[src/rtl/sfp_norm.sv]
// sfp_norm: special-function stage for one pmem row.
// Accumulates the absolute values of COL signed psums, exchanges the partial
// sum with the peer core, then divides every element by the total using COL
// parallel restoring dividers to give a signed fixed-point normalised row.
// Optional feature macro: SFP_DUAL_CORE_EN (defined: total = local + peer sum;
// undefined: total = local sum only, sum_in ignored).
module sfp_norm #(
    parameter int COL     = 8,
    parameter int PSUM_BW = 16,
    parameter int FRAC    = 8,
    parameter int SUM_BW  = PSUM_BW + $clog2(COL)
) (
    input  logic                     clk,
    input  logic                     reset,
    input  logic [COL*PSUM_BW-1:0]   sfp_in,
    input  logic                     acc,
    input  logic                     div,
    input  logic [SUM_BW-1:0]        sum_in,
    output logic [SUM_BW-1:0]        sum_out,
    output logic [COL*PSUM_BW-1:0]   sfp_out,
    output logic                     out_valid,
    output logic                     sfp_ready,
    output logic                     div_zero
);

    // quotient/dividend width, total width, remainder-shift width, step counter width
    localparam int QW    = PSUM_BW + FRAC;
    localparam int TW    = SUM_BW + 1;
    localparam int REM_W = TW + 1;
    localparam int CW    = $clog2(QW);

    typedef enum logic [2:0] {
        S_IDLE = 3'd0,
        S_ABS  = 3'd1,
        S_SUM  = 3'd2,
        S_HOLD = 3'd3,
        S_DIV  = 3'd4,
        S_OUT  = 3'd5
    } state_t;

    state_t               r_state;
    state_t               w_next;

    logic [PSUM_BW-1:0]   r_mag   [COL];
    logic [COL-1:0]       r_sign;
    logic [TW-1:0]        r_total;
    logic [CW-1:0]        r_cnt;
    logic [TW-1:0]        r_rem   [COL];
    logic [QW-1:0]        r_quo   [COL];
    logic                 r_ready;

    logic [PSUM_BW-1:0]   w_elem  [COL];
    logic [PSUM_BW-1:0]   w_abs   [COL];
    logic [SUM_BW-1:0]    w_sum;
    logic [TW-1:0]        w_total;
    logic [REM_W-1:0]     w_shift [COL];
    logic [REM_W-1:0]     w_diff  [COL];
    logic [TW-1:0]        w_rem_nx[COL];
    logic [QW-1:0]        w_quo_nx[COL];
    logic [PSUM_BW-1:0]   w_q     [COL];
    logic [COL*PSUM_BW-1:0] w_res;
    logic                 w_acc_go;
    logic                 w_div_go;
    logic                 w_tot_zero;
    logic                 w_finish;

    // acc is honoured only in IDLE/HOLD; div only in HOLD and loses to a simultaneous acc
    assign w_acc_go   = acc && ((r_state == S_IDLE) || (r_state == S_HOLD));
    assign w_div_go   = div && !acc && (r_state == S_HOLD);
    assign w_tot_zero = (r_total == {TW{1'b0}});
    assign w_finish   = (r_state == S_DIV) && (w_next == S_OUT);
    assign sfp_ready  = r_ready;

`ifdef SFP_DUAL_CORE_EN
    assign w_total = {1'b0, sum_out} + {1'b0, sum_in};
`else
    logic w_sum_in_unused;
    assign w_sum_in_unused = ^sum_in;
    assign w_total = {1'b0, sum_out};
`endif

    // next-state logic
    always_comb begin
        w_next = r_state;
        case (r_state)
            S_IDLE: begin
                if (acc) w_next = S_ABS;
                else     w_next = S_IDLE;
            end
            S_ABS:  w_next = S_SUM;
            S_SUM:  w_next = S_HOLD;
            S_HOLD: begin
                if (acc)      w_next = S_ABS;
                else if (div) w_next = S_DIV;
                else          w_next = S_HOLD;
            end
            S_DIV: begin
                if (w_tot_zero)                    w_next = S_OUT;
                else if (r_cnt == CW'(QW - 1))     w_next = S_OUT;
                else                               w_next = S_DIV;
            end
            S_OUT:  w_next = S_IDLE;
            default: w_next = S_IDLE;
        endcase
    end

    // element magnitudes; the most-negative value maps to 2^(PSUM_BW-1) unsigned
    always_comb begin
        for (int i = 0; i < COL; i++) begin
            w_elem[i] = sfp_in[i*PSUM_BW +: PSUM_BW];
            if (w_elem[i][PSUM_BW-1]) w_abs[i] = ~w_elem[i] + PSUM_BW'(1);
            else                      w_abs[i] = w_elem[i];
        end
    end

    // sum of the latched magnitudes
    always_comb begin
        w_sum = {SUM_BW{1'b0}};
        for (int i = 0; i < COL; i++) begin
            w_sum = w_sum + SUM_BW'(r_mag[i]);
        end
    end

    // one restoring-division step per element; diff MSB clear means shift >= total
    always_comb begin
        w_res = {(COL*PSUM_BW){1'b0}};
        for (int i = 0; i < COL; i++) begin
            w_shift[i] = {r_rem[i], r_quo[i][QW-1]};
            w_diff[i]  = w_shift[i] - {1'b0, r_total};
            if (!w_diff[i][REM_W-1]) begin
                w_rem_nx[i] = w_diff[i][TW-1:0];
                w_quo_nx[i] = {r_quo[i][QW-2:0], 1'b1};
            end else begin
                w_rem_nx[i] = w_shift[i][TW-1:0];
                w_quo_nx[i] = {r_quo[i][QW-2:0], 1'b0};
            end
            w_q[i] = w_quo_nx[i][PSUM_BW-1:0];
            if (r_sign[i]) w_res[i*PSUM_BW +: PSUM_BW] = PSUM_BW'(0) - w_q[i];
            else           w_res[i*PSUM_BW +: PSUM_BW] = w_q[i];
        end
    end

    // state register
    always_ff @(posedge clk or posedge reset) begin
        if (reset) r_state <= S_IDLE;
        else       r_state <= w_next;
    end

    // datapath and registered outputs
    always_ff @(posedge clk or posedge reset) begin
        if (reset) begin
            for (int i = 0; i < COL; i++) begin
                r_mag[i] <= {PSUM_BW{1'b0}};
                r_rem[i] <= {TW{1'b0}};
                r_quo[i] <= {QW{1'b0}};
            end
            r_sign    <= {COL{1'b0}};
            r_total   <= {TW{1'b0}};
            r_cnt     <= {CW{1'b0}};
            r_ready   <= 1'b1;
            sum_out   <= {SUM_BW{1'b0}};
            sfp_out   <= {(COL*PSUM_BW){1'b0}};
            out_valid <= 1'b0;
            div_zero  <= 1'b0;
        end else begin
            if (w_acc_go) begin
                for (int i = 0; i < COL; i++) begin
                    r_mag[i]  <= w_abs[i];
                    r_sign[i] <= sfp_in[i*PSUM_BW + PSUM_BW - 1];
                end
            end
            if (r_state == S_ABS) begin
                sum_out <= w_sum;
            end
            if (w_div_go) begin
                r_total  <= w_total;
                r_cnt    <= {CW{1'b0}};
                div_zero <= 1'b0;
                for (int i = 0; i < COL; i++) begin
                    r_rem[i] <= {TW{1'b0}};
                    r_quo[i] <= {r_mag[i], {FRAC{1'b0}}};
                end
            end else if ((r_state == S_DIV) && !w_tot_zero) begin
                r_cnt <= r_cnt + CW'(1);
                for (int i = 0; i < COL; i++) begin
                    r_rem[i] <= w_rem_nx[i];
                    r_quo[i] <= w_quo_nx[i];
                end
            end
            if (w_finish) begin
                sfp_out  <= w_tot_zero ? {(COL*PSUM_BW){1'b0}} : w_res;
                div_zero <= w_tot_zero;
            end
            out_valid <= w_finish;
            r_ready   <= (w_next == S_IDLE);
        end
    end

endmodule

[config.mk]
export PLATFORM = sky130hd
export DESIGN_NAME = sfp_norm
export DESIGN_NICKNAME = d
export VERILOG_FILES = /design/src/rtl/sfp_norm.sv
export SDC_FILE = /design/constraint.sdc
export NUM_CORES = 2
export LEC_CHECK = 0
export CORE_MARGIN = 1.5
export CORE_UTILIZATION = 45
export DETAILED_ROUTE_END_ITERATION = 10
export PLACE_DENSITY = 0.62
export SLEW_MARGIN = 15
export SYNTH_ARGS = -nofsm -noshare
export SYNTH_HDL_FRONTEND = slang
export SYNTH_SLANG_ARGS = --single-unit
export TNS_END_PERCENT = 5
[constraint.sdc]
create_clock -name clk -period 27.7 [get_ports clk]
set_input_delay 6.925 -clock clk [delete_from_list [all_inputs] [get_ports clk]]
set_output_delay 6.925 -clock clk [all_outputs]
set_load 0.01 [all_outputs]
==> results_dict.tcl <==
set metrics [dict create \
    run_status "complete, no violations" \
    timing.setup.critical_path_class "in2async" \
    end_kind "async pin" \
    final_critical_path_setup_slack_ns 17.64 \
    yosys_warnings 0 \
    drt-vias-per-instance 5.60 \
    maximum_clock_frequency_mhz 99.4 \
    floorplan_row_count 111 \
    rsz0062_at_grt "no" \
    synthesis.instances 4736 \
    wp_data_required_ns 28.31 \
    die-area_um2 94700 \
    tritoncts_clock_tree "built" \
    largest_net_degree_at_the_start_of_global_routing 154 \
    final.setup.tns_ns 0 \
    clock_path_buffers 3 \
    place_worst_setup_slack_ns 16.80 \
    synth_top_area_share_pct 39.8 \
    cp_max_delay_cell "sky130_fd_sc_hd__buf_4" \
    synthesis.area_per_instance_um2 8.83 \
    initial_utilization_pct 45.5 \
    main_combinational_cell_family_by_area_after_synthesis "compound AO/OA/AOI/OAI gates" \
    drt-initial-drc-count 2658 \
    period_needed_ns 10.06 \
    timing.critical_path.fanout_max 99 \
    wl_per_cell_um 19.8 \
    number_of_nets_produced_by_synthesis 5178 \
    final-max-slew-violation-count 0 \
    crit_path_cells "clkdlybuf4s50_1 > inv_8 > buf_4 > buf_4 > buf_4" \
    cp_common_cell "sky130_fd_sc_hd__buf_4" \
    cts-resized-gates 0 \
    timing.critical_path.from_type "primary input" \
    clock_skew_ns 0.0267 \
    cts.sinks 665 \
    cts.clk_slew.worst_paths_ns 0.06 \
    place_area_um2 45700 \
    replace_congestion 0.893 \
    area_delta_synth_final_pct 15.5 \
    synth-simple-area-share_pct 17.6 \
    insertion_delay_ns 0.65 \
    hold_violations 0 \
    cts.htree.levels 3 \
    nNetsFinal 5337 \
    overflow 0 \
    via_count 34716 \
    dieWidth_um 308 \
    fp.dieH_um 308 \
    cts_buffers 77 \
    ios 301 \
    synth_enable_flop_cells 0 \
    synthAdderAreaFrac_pct 10.6 \
    first_pass_iters 5 \
    final_antenna_net_count 0 \
    grtUsageTotal_pct 25.8 \
    synthDominantAreaCellType "sky130_fd_sc_hd__dfrtp_1" \
    finalSetupViolations 0 \
    synth-main-ff-cell "sky130_fd_sc_hd__dfrtp_1" \
    count_of_input_and_output_buffers 281 \
    yosys-top-cells-area "sky130_fd_sc_hd__dfrtp_1 40%, sky130_fd_sc_hd__nand2_1 7.1%, sky130_fd_sc_hd__ha_1 5.6%" \
    synth-compound-area-share_pct 18.2 \
    slew_headroom_pct 25.7 \
    xor_xnor_share_of_the_synthesized_area_pct 7.17 \
    place_hpwl_um 86000 \
    synth.yosys.seq_area_share_pct 39.8 \
    netlist-cell-type-count 88 \
    fin_hold_ws_ns 0.475 \
    drive_gt1_share_pct 4.82 \
    cp_slowest_stage_delay_ns 0.89 \
    wire_length_of_the_first_global_routing_pass_um 191000 \
    crit_arrival_ns 10.66 \
    synth.area.mux_share_pct 1.78 \
    hold_class "reg2reg" \
    floorplan.core_area_um2 91800 \
    synth_area_um2 41800 \
    drv_cap 0 \
    antenna_found_initial 9 \
    synth_async_sr_flop_share_pct 100 \
    drc 0 \
    number_of_global_route_vias_before_repair 32698 \
    synthesized_flop_and_latch_total 665 \
    layout.cell_area.non_filler_um2 48300 \
    post-route-period-util_pct 36.3 \
    wl_um 123000 \
    cts.hold.buffers_added 0 \
    cts_root_buf "sky130_fd_sc_hd__clkbuf_16" \
    slew_at_the_pin_with_the_worst_max_slew_slack_ns 1.12 \
    cts_setup_buffers 0 \
]
-- layout make-up --
class,instances,area [um2]
Sequential cell,665,16600
Fill cell,8578,43500
Inverter,292,1100
Clock inverter,31,339
Antenna cell,4,10.0
Multi-Input combinational cell,3534,23200
Tap cell,1243,1560
Timing Repair Buffer,325,3180
Clock buffer,108,2220
-- synth_stat cells (31+ instances only) --
cell	count
sky130_fd_sc_hd__a21oi_1	197
sky130_fd_sc_hd__xnor2_1	117
sky130_fd_sc_hd__a21o_1	44
sky130_fd_sc_hd__mux2i_1	63
sky130_fd_sc_hd__xor2_1	225
sky130_fd_sc_hd__nor3_1	58
sky130_fd_sc_hd__o31ai_1	116
sky130_fd_sc_hd__fa_1	103
sky130_fd_sc_hd__nor2_1	237
sky130_fd_sc_hd__o21a_1	31
sky130_fd_sc_hd__nand3_1	256
sky130_fd_sc_hd__inv_1	288
sky130_fd_sc_hd__a22oi_1	103
sky130_fd_sc_hd__clkbuf_1	218
sky130_fd_sc_hd__ha_1	188
sky130_fd_sc_hd__nor2b_1	35
sky130_fd_sc_hd__dfrtp_1	664
sky130_fd_sc_hd__o21ai_0	454
sky130_fd_sc_hd__nand2_1	791
sky130_fd_sc_hd__or3_1	58
sky130_fd_sc_hd__nand2b_1	58
-- worst max-delay path, delay by kind of cell --
family	cells	cell delay (ns)
buffers and inverters	5	3.53
-- logic make-up (layout without fill, tap and decap cells) --
family / count (synthesis) / count (layout)
multiplexers: 73 / 73
other: 0 / 4
buffers and inverters: 537 / 756
adder cells (fa/ha/maj): 291 / 291
AO/OA/AOI/OAI: 1200 / 1200
flip-flops: 665 / 665
XOR/XNOR: 342 / 342
AND/OR/NAND/NOR: 1628 / 1628
-- cells in the final DEF, fill, tap and decap left out, drive strengths merged, types with 19 or more instances in the layout --
master           n
a211oi          24
a21o            44
a21oi          198
a22oi          103
a31oi           24
and3            20
buf             44
clkbuf         108
clkdlybuf4s50  281
clkinv          21
dfrtp          664
fa             103
ha             188
inv            293
mux2i           63
nand2          791
nand2b          58
nand3          256
nor2           238
nor2b           35
nor3            60
nor4            24
o211ai          24
o21a            31
o21ai          466
o21bai          20
o22ai           22
o31a            19
o31ai          117
o41ai           32
or2             19
or3             58
or4             23
xnor2          117
xor2           225
-- sequential cells by signal, indices dropped and copies added (netlist names) --
signal and flops:
r_cnt 5, sum_out 19, r_mag 128, r_sign 8
sfp_out 128, out_valid 1, sfp_ready 1, r_quo 192
r_state 3, div_zero 1, r_rem 160, r_total 19
-- worst paths after layout --
check	startpoint	cells after the start	endpoint	slack, ns
min in group asynchronous	reset	2	sfp_out[5]$_DFFE_PP0P_	6.81
worst min register to register	sfp_out[40]$_DFFE_PP0P_	2	sfp_out[40]$_DFFE_PP0P_	0.48
max in group clk	div	9	r_quo[63]$_DFFE_PP0P_	18.13
worst max register to register	r_mag[51]$_DFFE_PP0P_	18	sum_out[17]$_DFFE_PP0P_	21.79
worst min-delay path	sfp_out[40]$_DFFE_PP0P_	2	sfp_out[40]$_DFFE_PP0P_	0.48
worst max-delay path	reset	5	r_mag[54]$_DFFE_PP0P_	17.64
-- per-stage QoR --
stage                     util [%]  instances
final                         52.6       6202
after CTS                     52.5       6197
after global routing          52.6       6201
after global placement        49.7       6058
after detailed placement      49.7       6058
after floorplan                  -       4736
-- per-layer routing --
metal / up-vias / track usage (%) / wire length (um)
met5: - / 0 / 21
met4: 4 / 7.76 / 3260
met3: 157 / 4.07 / 7180
met2: 830 / 40.4 / 55800
met1: 16909 / 36.6 / 56300
li1: 16816 / - / -
Power is not shown: default switching activity piles up to over one toggle a cycle in this logic, so the estimate is an artifact.
